$ cat src/rtl/dda_sample_streamer.sv
// dda_sample_streamer
//   Samples a signed 7.20 DDA state variable every 2^decim cycles and streams
//   it out as a byte frame over a valid/ready handshake.
//   Ports:
//     clk, rst_n        clock, async active-low reset
//     state_in[26:0]    signed 7.20 sample source, captured on WAIT->SEND
//                       or on a back-to-back recapture in SEND
//     run               1 = keep streaming, 0 = finish frame then idle
//     decim[3:0]        sample period 2^decim cycles
//     compact           0 = 4-byte big-endian frame, 1 = 1-byte saturated Q3.4
//     ready_in          consumer ready
//     clr_ovr           clears overrun (a same-edge set wins)
//     data_out[7:0]     current byte, 0 when not valid
//     valid_out/sof_out byte valid / first byte of frame
//     busy              high in WAIT and SEND
//     overrun           sticky: a sample tick was dropped
module dda_sample_streamer (
  input  logic        clk,
  input  logic        rst_n,
  input  logic [26:0] state_in,
  input  logic        run,
  input  logic [3:0]  decim,
  input  logic        compact,
  input  logic        ready_in,
  input  logic        clr_ovr,
  output logic [7:0]  data_out,
  output logic        valid_out,
  output logic        sof_out,
  output logic        busy,
  output logic        overrun
);
  typedef enum logic [1:0] {IDLE, WAIT, SEND} state_t;

  state_t      state, state_nxt;
  logic [14:0] cnt, mask;
  logic [26:0] sample;
  logic        cmp_q;
  logic [1:0]  idx;
  logic        tick, in_send, last, xfer, last_xfer, capture, ovr_set;
  logic [31:0] full_word;
  logic [7:0]  full_byte, cmp_byte;

  // decim=15 gives 1<<15 which still fits 16 bits; the mask fits 15.
  assign mask      = 15'((16'd1 << decim) - 16'd1);
  assign tick      = (cnt & mask) == mask;
  assign in_send   = (state == SEND);
  assign last      = cmp_q | (idx == 2'd3);
  assign xfer      = in_send & ready_in;
  assign last_xfer = xfer & last;
  // Back-to-back recapture on the last transfer avoids a bubble cycle.
  assign capture   = run & tick & ((state == WAIT) | last_xfer);
  assign ovr_set   = in_send & tick & ~last_xfer;

  // State register
  always_ff @(posedge clk or negedge rst_n) begin
    if (!rst_n) state <= IDLE;
    else        state <= state_nxt;
  end

  // Next-state logic; run=0 only ends a frame after its last byte.
  always_comb begin
    state_nxt = state;
    case (state)
      IDLE: if (run) state_nxt = WAIT;
      WAIT: begin
        if (!run)      state_nxt = IDLE;
        else if (tick) state_nxt = SEND;
      end
      SEND: begin
        if (last_xfer) begin
          if (run && tick) state_nxt = SEND;
          else if (run)    state_nxt = WAIT;
          else             state_nxt = IDLE;
        end
      end
      default: state_nxt = IDLE;
    endcase
  end

  // Datapath: decimation counter, sample capture, byte index, overrun
  always_ff @(posedge clk or negedge rst_n) begin
    if (!rst_n) begin
      cnt     <= '0;
      sample  <= '0;
      cmp_q   <= 1'b0;
      idx     <= '0;
      overrun <= 1'b0;
    end else begin
      // Counter reads 0 throughout IDLE, including the first IDLE cycle.
      if (state == IDLE || state_nxt == IDLE) cnt <= '0;
      else                                    cnt <= cnt + 15'd1;

      if (capture) begin
        sample <= state_in;
        cmp_q  <= compact;
        idx    <= '0;
      end else if (xfer && !last) begin
        idx <= idx + 2'd1;
      end

      if (ovr_set)      overrun <= 1'b1;
      else if (clr_ovr) overrun <= 1'b0;
    end
  end

  // Output logic
  always_comb begin
    full_word = {{5{sample[26]}}, sample};
    case (idx)
      2'd0:    full_byte = full_word[31:24];
      2'd1:    full_byte = full_word[23:16];
      2'd2:    full_byte = full_word[15:8];
      default: full_byte = full_word[7:0];
    endcase
    // Q3.4 fits only when the top four bits agree; otherwise saturate.
    if (sample[26:23] == 4'h0 || sample[26:23] == 4'hF) cmp_byte = sample[23:16];
    else if (sample[26])                                cmp_byte = 8'h80;
    else                                                cmp_byte = 8'h7F;

    valid_out = in_send;
    sof_out   = in_send & (idx == 2'd0);
    busy      = (state != IDLE);
    data_out  = in_send ? (cmp_q ? cmp_byte : full_byte) : 8'h00;
  end
endmodule

$ cat config.mk
export PLATFORM = sky130hd
export DESIGN_NAME = dda_sample_streamer
export DESIGN_NICKNAME = d
export VERILOG_FILES = /design/src/rtl/dda_sample_streamer.sv
export SDC_FILE = /design/constraint.sdc
export NUM_CORES = 1
export LEC_CHECK = 0
export ABC_AREA = 0
export BUFFER_PORTS_ARGS = -buffer_cell sky130_fd_sc_hd__buf_4
export CAP_MARGIN = 30
export CELL_PAD_IN_SITES_DETAIL_PLACEMENT = 1
export CELL_PAD_IN_SITES_GLOBAL_PLACEMENT = 2
export CORE_MARGIN = 4
export CORE_UTILIZATION = 31
export CTS_BUF_LIST = sky130_fd_sc_hd__clkbuf_2
export DETAILED_ROUTE_END_ITERATION = 12
export GPL_ROUTABILITY_DRIVEN = 0
export GPL_TIMING_DRIVEN = 0
export PLACE_DENSITY = 0.79
export SYNTH_ARGS = -nofsm -noshare
export SYNTH_HDL_FRONTEND = slang
export SYNTH_SLANG_ARGS = --single-unit
$ cat constraint.sdc
create_clock -name clk -period 5.13 [get_ports clk]
set_input_delay 1.026 -clock clk [delete_from_list [all_inputs] [get_ports clk]]
set_output_delay 1.026 -clock clk [all_outputs]
set_load 0.1 [all_outputs]
==> results of run 1 <==
[per-stage QoR]
stage | cell area [um^2] | power [mW] | worst slack (ns)
CTS | 3263 | 0.6813 | 1.515
global route | 3263 | 0.7077 | 1.339
finish | 3263 | 0.6729 | 1.529
global placement | 3196 | 0.4621 | 1.161
floorplan | 2711 | 0.4235 | 0.1056
detailed placement | 3196 | 0.4644 | 1.095
[final cells by class]
class	count	area, um^2	area share [%]
Multi-Input combinational cell	181	1404	43.02
Sequential cell	48	1201	36.81
Timing Repair Buffer	47	352.8	10.81
Tap cell	105	131.4	4.026
Buffer	12	68.82	2.109
Clock inverter	3	42.54	1.304
Inverter	10	37.54	1.150
Clock buffer	5	25.02	0.7669
[report_power, final]
group / switching [mW] / internal, mW / leakage, nW
clock network: 0.134 / 0.0812 / 0.0390
logic: 0.0370 / 0.0324 / 0.766
registers: 0.00470 / 0.383 / 0.661
[logic make-up (layout without fill, tap and decap cells)]
family,count (synthesis),in the layout,share of synthesized area [%]
buffers and inverters,22,77,3.930
and+or+nand+nor,79,79,14.75
muxes,29,29,15.90
adders and majority gates,6,6,2.774
DFF,48,48,44.38
xor gates and xnor gates,12,12,3.883
AOI/OAI and AO/OA,55,55,14.38
[sequential cells by signal, summed over array words and instances, names as in the netlist]
signal	count
state	2
idx	2
cmp_q	1
sample	27
overrun	1
cnt	15
[layer usage]
layer	up-vias	global-route usage, %
met4	0	3.374
met1	1090	20.77
met3	4	2.755
met5	-	0
met2	39	24.90
li1	1028	-
[cells in the final DEF (no fill, tap or decap), drive strengths merged, types with 3 or more instances in the layout]
cell type,count
clkbuf,13
nand4,3
o21ai,13
nor2,23
buf,51
and3,3
and4,3
nand3,7
a221oi,7
mux2,28
nor3,9
or3,3
a211oi,5
a21oi,13
ha,6
nor2b,4
xor2,5
nand2,14
dfrtp,48
xnor2,7
o32a,4
inv,10
[tightest hold or removal path: cells and delay by family (launching register included)]
family	cells	cell delay, ns
buffers and inverters	1	0.05
flip-flops	1	0.44
AO/OA/AOI/OAI	1	0.06
[worst paths after layout]
path / start / end / slack, ns
setup / recovery: sample[26]$_DFFE_PN0P_ / data_out[4] / 1.53
hold / removal: overrun$_DFFE_PN0P_ / overrun$_DFFE_PN0P_ / 0.55
setup reg to reg: cmp_q$_DFFE_PN0P_ / cnt[4]$_DFF_PN0_ / 2.69
hold reg to reg: overrun$_DFFE_PN0P_ / overrun$_DFFE_PN0P_ / 0.55
max in group asynchronous: rst_n / sample[7]$_DFFE_PN0P_ / 4.11
min in group asynchronous: rst_n / cnt[6]$_DFF_PN0_ / 0.56
==> results.sh, run 1 <==
export IMPL_status="finished, final reports clean"
export IMPL_clk_pin_slew_ns=0.27
export IMPL_die_y_um=101.4
export IMPL_fmax_mhz=277.7
export IMPL_hold_ws_ns=0.5486
export IMPL_crit_buf_inv=1
export IMPL_post_cts_resized=0
export IMPL_cp_cell_sequence="or4_1 -> nand2_1 -> o21ai_0 -> a21oi_1 -> nor3_1 -> buf_4"
export IMPL_utilization_pct=39.12
export IMPL_port_buffers=47
export IMPL_critical_path_class="flip-flop to output port"
export IMPL_whs_path_depth=2
export IMPL_fin_skew_ns=0.03848
export IMPL_synthDistinctLibCells=43
export IMPL_relSlewSlack_pct=56.44
export IMPL_cts_tree="built"
export IMPL_post_route_period_util_pct=70.20
export IMPL_slew_viol_final=0
export IMPL_nets=348
export IMPL_antenna_found_initial=0
export IMPL_ys_top_cells_by_area="dfrtp_1 (44%), mux2_4 (16%), nor2_1 (3.2%)"
export IMPL_cp_arrival_ns=2.58
export IMPL_yosys_area_top_type="dfrtp_1"
export IMPL_grt_pass1_wl_um=12290
export IMPL_finalHoldViolCount=0
export IMPL_n_antenna_cell=0
export IMPL_htree_num_levels=2
export IMPL_synth_commonest_cells="dfrtp_1 (48), mux2_4 (28), nor2_1 (23), nand2_1 (14)"
export IMPL_rsz0062_at_grt="false"
export IMPL_startpoint_type="flip-flop"
export IMPL_cts_setup_buffers=0
export IMPL_cp_max_fo=9
export IMPL_ys_async_sr_fraction_pct=100.0
export IMPL_die_area_um2=10290
export IMPL_cts_sinks=48
export IMPL_end_kind="output port"
export IMPL_yosys_most_used_dff="dfrtp_1"
export IMPL_ctsRootBufferMaster="clkbuf_2"
export IMPL_gr_total_overflow=0
export IMPL_powerDensity_nw_per_um2=206.2
export IMPL_required_ns=4.10
export IMPL_post_synth_top_count_cell="dfrtp_1"
export IMPL_numCtsBuffers=5
export IMPL_grt_pass1_vias=2392
export IMPL_drc=0
export IMPL_top_layer_used="met4"
export IMPL_netlist_instances=251
export IMPL_cts_max_path_buffers=2
export IMPL_min_period_ns=3.601
export IMPL_syn_nets=294
export IMPL_m1WireLength_um=3469
export IMPL_cp_top_family="simple AND/OR/NAND/NOR gates"
export IMPL_core_area_um2=8341
export IMPL_path_depth=6
export IMPL_grt_usage_pct=15.13
export IMPL_hp_class="flip-flop to flip-flop"
export IMPL_ir_drop_uv=73.84
export IMPL_synth_top_area_share_pct=44.38
export IMPL_syn_cell_area_um2=2706
export IMPL_nFillCells=947
export IMPL_viasPerCell=5.258
export IMPL_grt_max_degree=49
export IMPL_place_inst=403
export IMPL_wl_met2_um=3541
export IMPL_ys_seq_area_share_pct=44.38
export IMPL_drive_above_1_share_pct=30.72
export IMPL_crit_path_max_incr_delay_ns=0.54
export IMPL_fp_dieW_um=101.4
export IMPL_synth_edff_count=0
export IMPL_clk_latency_ns=0.44
export IMPL_start_util_pct=32.45
export IMPL_tns_ns=0
export IMPL_wl_met3_um=313
export IMPL_postRouteAntennaNets=0
export IMPL_tightest_slew_ns=0.6534
export IMPL_leakage_nw=1.466
export IMPL_reg2reg_depth=7
export IMPL_yosysWarnings=0
export IMPL_syn_area_per_cell_um2=10.78
export IMPL_io_pins=49
export IMPL_synth_seq_cells=48
export IMPL_stdcell_count=411
export IMPL_drtIter0Drc=86
export IMPL_rows=33
export IMPL_setup_viol=0
export IMPL_postCtsHoldBufs=0
export IMPL_avgRoutedWirePerCell_um=17.94
export IMPL_vias=2161
export IMPL_max_cap_viol_count=0
export IMPL_cpMaxStageDelayCell="or4_1"
export IMPL_wl_um=7375
export IMPL_dp_hpwl_um=5470
export IMPL_firstDrtPassIters=4
export IMPL_area_growth_pct=20.57
(Power assumes the default switching activity.)
==> run 2: changes to the inputs <==
--- a/config.mk
+++ b/config.mk
@@ -16,7 +16,7 @@
 export DETAILED_ROUTE_END_ITERATION = 12
 export GPL_ROUTABILITY_DRIVEN = 0
 export GPL_TIMING_DRIVEN = 0
-export PLACE_DENSITY = 0.79
+export PLACE_DENSITY = 0.81
 export SYNTH_ARGS = -nofsm -noshare
 export SYNTH_HDL_FRONTEND = slang
 export SYNTH_SLANG_ARGS = --single-unit
==> constraint.sdc (replaced) <==
create_clock -name clk -period 3.1 [get_ports clk]
set_input_delay 0.62 -clock clk [delete_from_list [all_inputs] [get_ports clk]]
set_output_delay 0.62 -clock clk [all_outputs]
set_load 0.1 [all_outputs]
==> results.sh, run 2 (synthesized netlist as in run 1, its figures left out) <==
export IMPL_cp_max_fo=10
export IMPL_io_pins=49
export IMPL_fmax_mhz=336.3
export IMPL_setup_ws_ns=0.1269
export IMPL_vias=2150
export IMPL_ctsRootBufferMaster="clkbuf_2"
export IMPL_powerDensity_nw_per_um2=347.9
export IMPL_r2r_start="idx[1]$_DFFE_PN0P_"
export IMPL_firstDrtPassIters=5
export IMPL_drive_above_1_share_pct=39.67
export IMPL_clk_latency_ns=0.43
export IMPL_place_inst=403
export IMPL_tightest_slew_ns=0.6345
export IMPL_hp_class="input pin to asynchronous set/reset pin"
export IMPL_rsz0062_at_grt="true"
export IMPL_top_register="sample"
export IMPL_placed_cell_area_um2=3273
export IMPL_critical_path_class="input pin to flip-flop"
export IMPL_cts_tree="built"
export IMPL_min_period_ns=2.973
export IMPL_numCtsBuffers=5
export IMPL_n_antenna_cell=0
export IMPL_clk_pin_slew_ns=0.26
export IMPL_cts_sinks=48
export IMPL_drc=0
export IMPL_cpMaxStageDelayCell="or3b_1"
export IMPL_cts_max_path_buffers=2
export IMPL_antenna_found_initial=0
export IMPL_status="finished, final reports clean"
export IMPL_core_area_um2=8341
export IMPL_wl_um=7099
export IMPL_dpl_worst_slack_ns=-0.3550
export IMPL_grt_pass1_wl_um=11940
export IMPL_gr_total_overflow=0
export IMPL_required_ns=3.43
export IMPL_cp_cell_sequence="buf_4 -> clkbuf_1 -> nor3_2 -> nand2b_1 -> ha_2 -> or3b_1 -> o2bb2a_2 -> o32a_1 -> and4_4 -> o2111a_2 -> buf_6 -> mux2_4"
export IMPL_nets=347
export IMPL_cp_arrival_ns=3.31
export IMPL_layout_commonest_cell="dfrtp_1"
export IMPL_avgRoutedWirePerCell_um=17.31
export IMPL_r2r_end="cnt[4]$_DFF_PN0_"
export IMPL_ir_drop_uv=226.0
export IMPL_setup_viol=0
export IMPL_fin_skew_ns=0.02680
export IMPL_viasPerCell=5.244
export IMPL_relSlewSlack_pct=57.70
export IMPL_stdcell_count=410
export IMPL_post_route_period_util_pct=95.91
export IMPL_ff2ff_setup_slack_ns=0.78
export IMPL_drtIter0Drc=55
export IMPL_die_y_um=101.4
export IMPL_grt_usage_pct=14.63
export IMPL_max_cap_viol_count=0
export IMPL_htree_num_levels=2
export IMPL_utilization_pct=41.48
export IMPL_start_util_pct=32.45
export IMPL_grt_pass1_vias=2368
export IMPL_port_buffers=47
export IMPL_die_area_um2=10290
export IMPL_slew_viol_final=0
export IMPL_area_growth_pct=27.83
export IMPL_end_kind="flip-flop"
export IMPL_postCtsHoldBufs=0
export IMPL_leakage_nw=1.526
export IMPL_rows=33
export IMPL_startpoint_type="input pin"
export IMPL_tns_ns=0
export IMPL_postRouteAntennaNets=0
export IMPL_reg_largest_list="sample (27), cnt (15)"
export IMPL_layout_common_cells="dfrtp_1 (47), buf_4 (42), mux2_4 (28)"
export IMPL_reg2reg_depth=7
export IMPL_dp_hpwl_um=5216
export IMPL_grt_max_degree=49
export IMPL_largest_reg_flops=27
export IMPL_fp_dieW_um=101.4
export IMPL_post_route_cell_area_um2=3460
export IMPL_crit_path_max_incr_delay_ns=0.42
export IMPL_finalHoldViolCount=0
[run 2: cell types whose count changed in the layout (fill, tap and decap cells not counted), moves of 5 or more]
cell	before	now
buf_4	47	42
clkbuf_1	8	3
buf_6	3	10
nor3_1	9	3
[run 2: area by class of cell]
cell class / count / area, um^2
clock inverter: 3 / 68.82
multi-input combinational: 181 / 1540
sequential: 48 / 1202
buffer: 9 / 60.06
inverter: 10 / 37.54
tap: 105 / 131.4
fill: 946 / 4881
clock buffer: 5 / 25.02
timing repair buffer: 49 / 394.1
[run 2: metal layers]
| metal | GRT usage, % | vias to the layer above | part of all wire [%] |
|---|---|---|---|
| li1 | - | 1023 | - |
| met1 | 21.08 | 1084 | 49 |
| met2 | 23.04 | 39 | 47 |
| met3 | 2.410 | 4 | 3.4 |
| met4 | 3.374 | 0 | 0.89 |
| met5 | 0 | - | 0 |
[run 2: timing repair]
action	4_1_cts	5_1_grt
setup endpoints to repair	7	8
gates resized for setup	4	19
setup buffers	0	2
[run 2: worst max path at each step]
stage / from / cells past startpoint / slack, ns / to
CTS: sample[26]$_DFFE_PN0P_ / 6 / 0.02 / data_out[5]
global placement: decim[3] / 12 / -0.30 / sample[15]$_DFFE_PN0P_
global route: idx[1]$_DFFE_PN0P_ / 6 / -0.07 / data_out[7]
detailed placement: decim[3] / 12 / -0.36 / sample[7]$_DFFE_PN0P_
floorplan: sample[26]$_DFFE_PN0P_ / 4 / -0.05 / data_out[0]
finish: decim[3] / 12 / 0.13 / sample[3]$_DFFE_PN0P_
[run 2: power breakdown]
part | total [mW] | switching, mW | internal (mW)
registers | 0.643 | 0.00837 | 0.634
clock network | 0.441 | 0.221 | 0.220
logic | 0.119 | 0.0634 | 0.0559
total | 1.20 | 0.293 | 0.910
[run 2: worst max-delay path, delay by kind of cell]
kind	cells	cell delay (ns)
muxes	1	0.30
buffers and inverters	3	0.51
and+or+nand+nor	4	0.91
adders and majority gates	1	0.23
AOI/OAI and AO/OA	3	0.73
[run 2: metrics by stage]
step | hold WS, ns | power (mW)
2_1_floorplan | 0.3244 | 0.7041
3_3_place_gp | 0.4908 | 0.7677
3_5_place_dp | 0.4902 | 0.7694
4_1_cts | 0.1394 | 1.223
5_1_grt | 0.1275 | 1.266
6_report | 0.1625 | 1.203
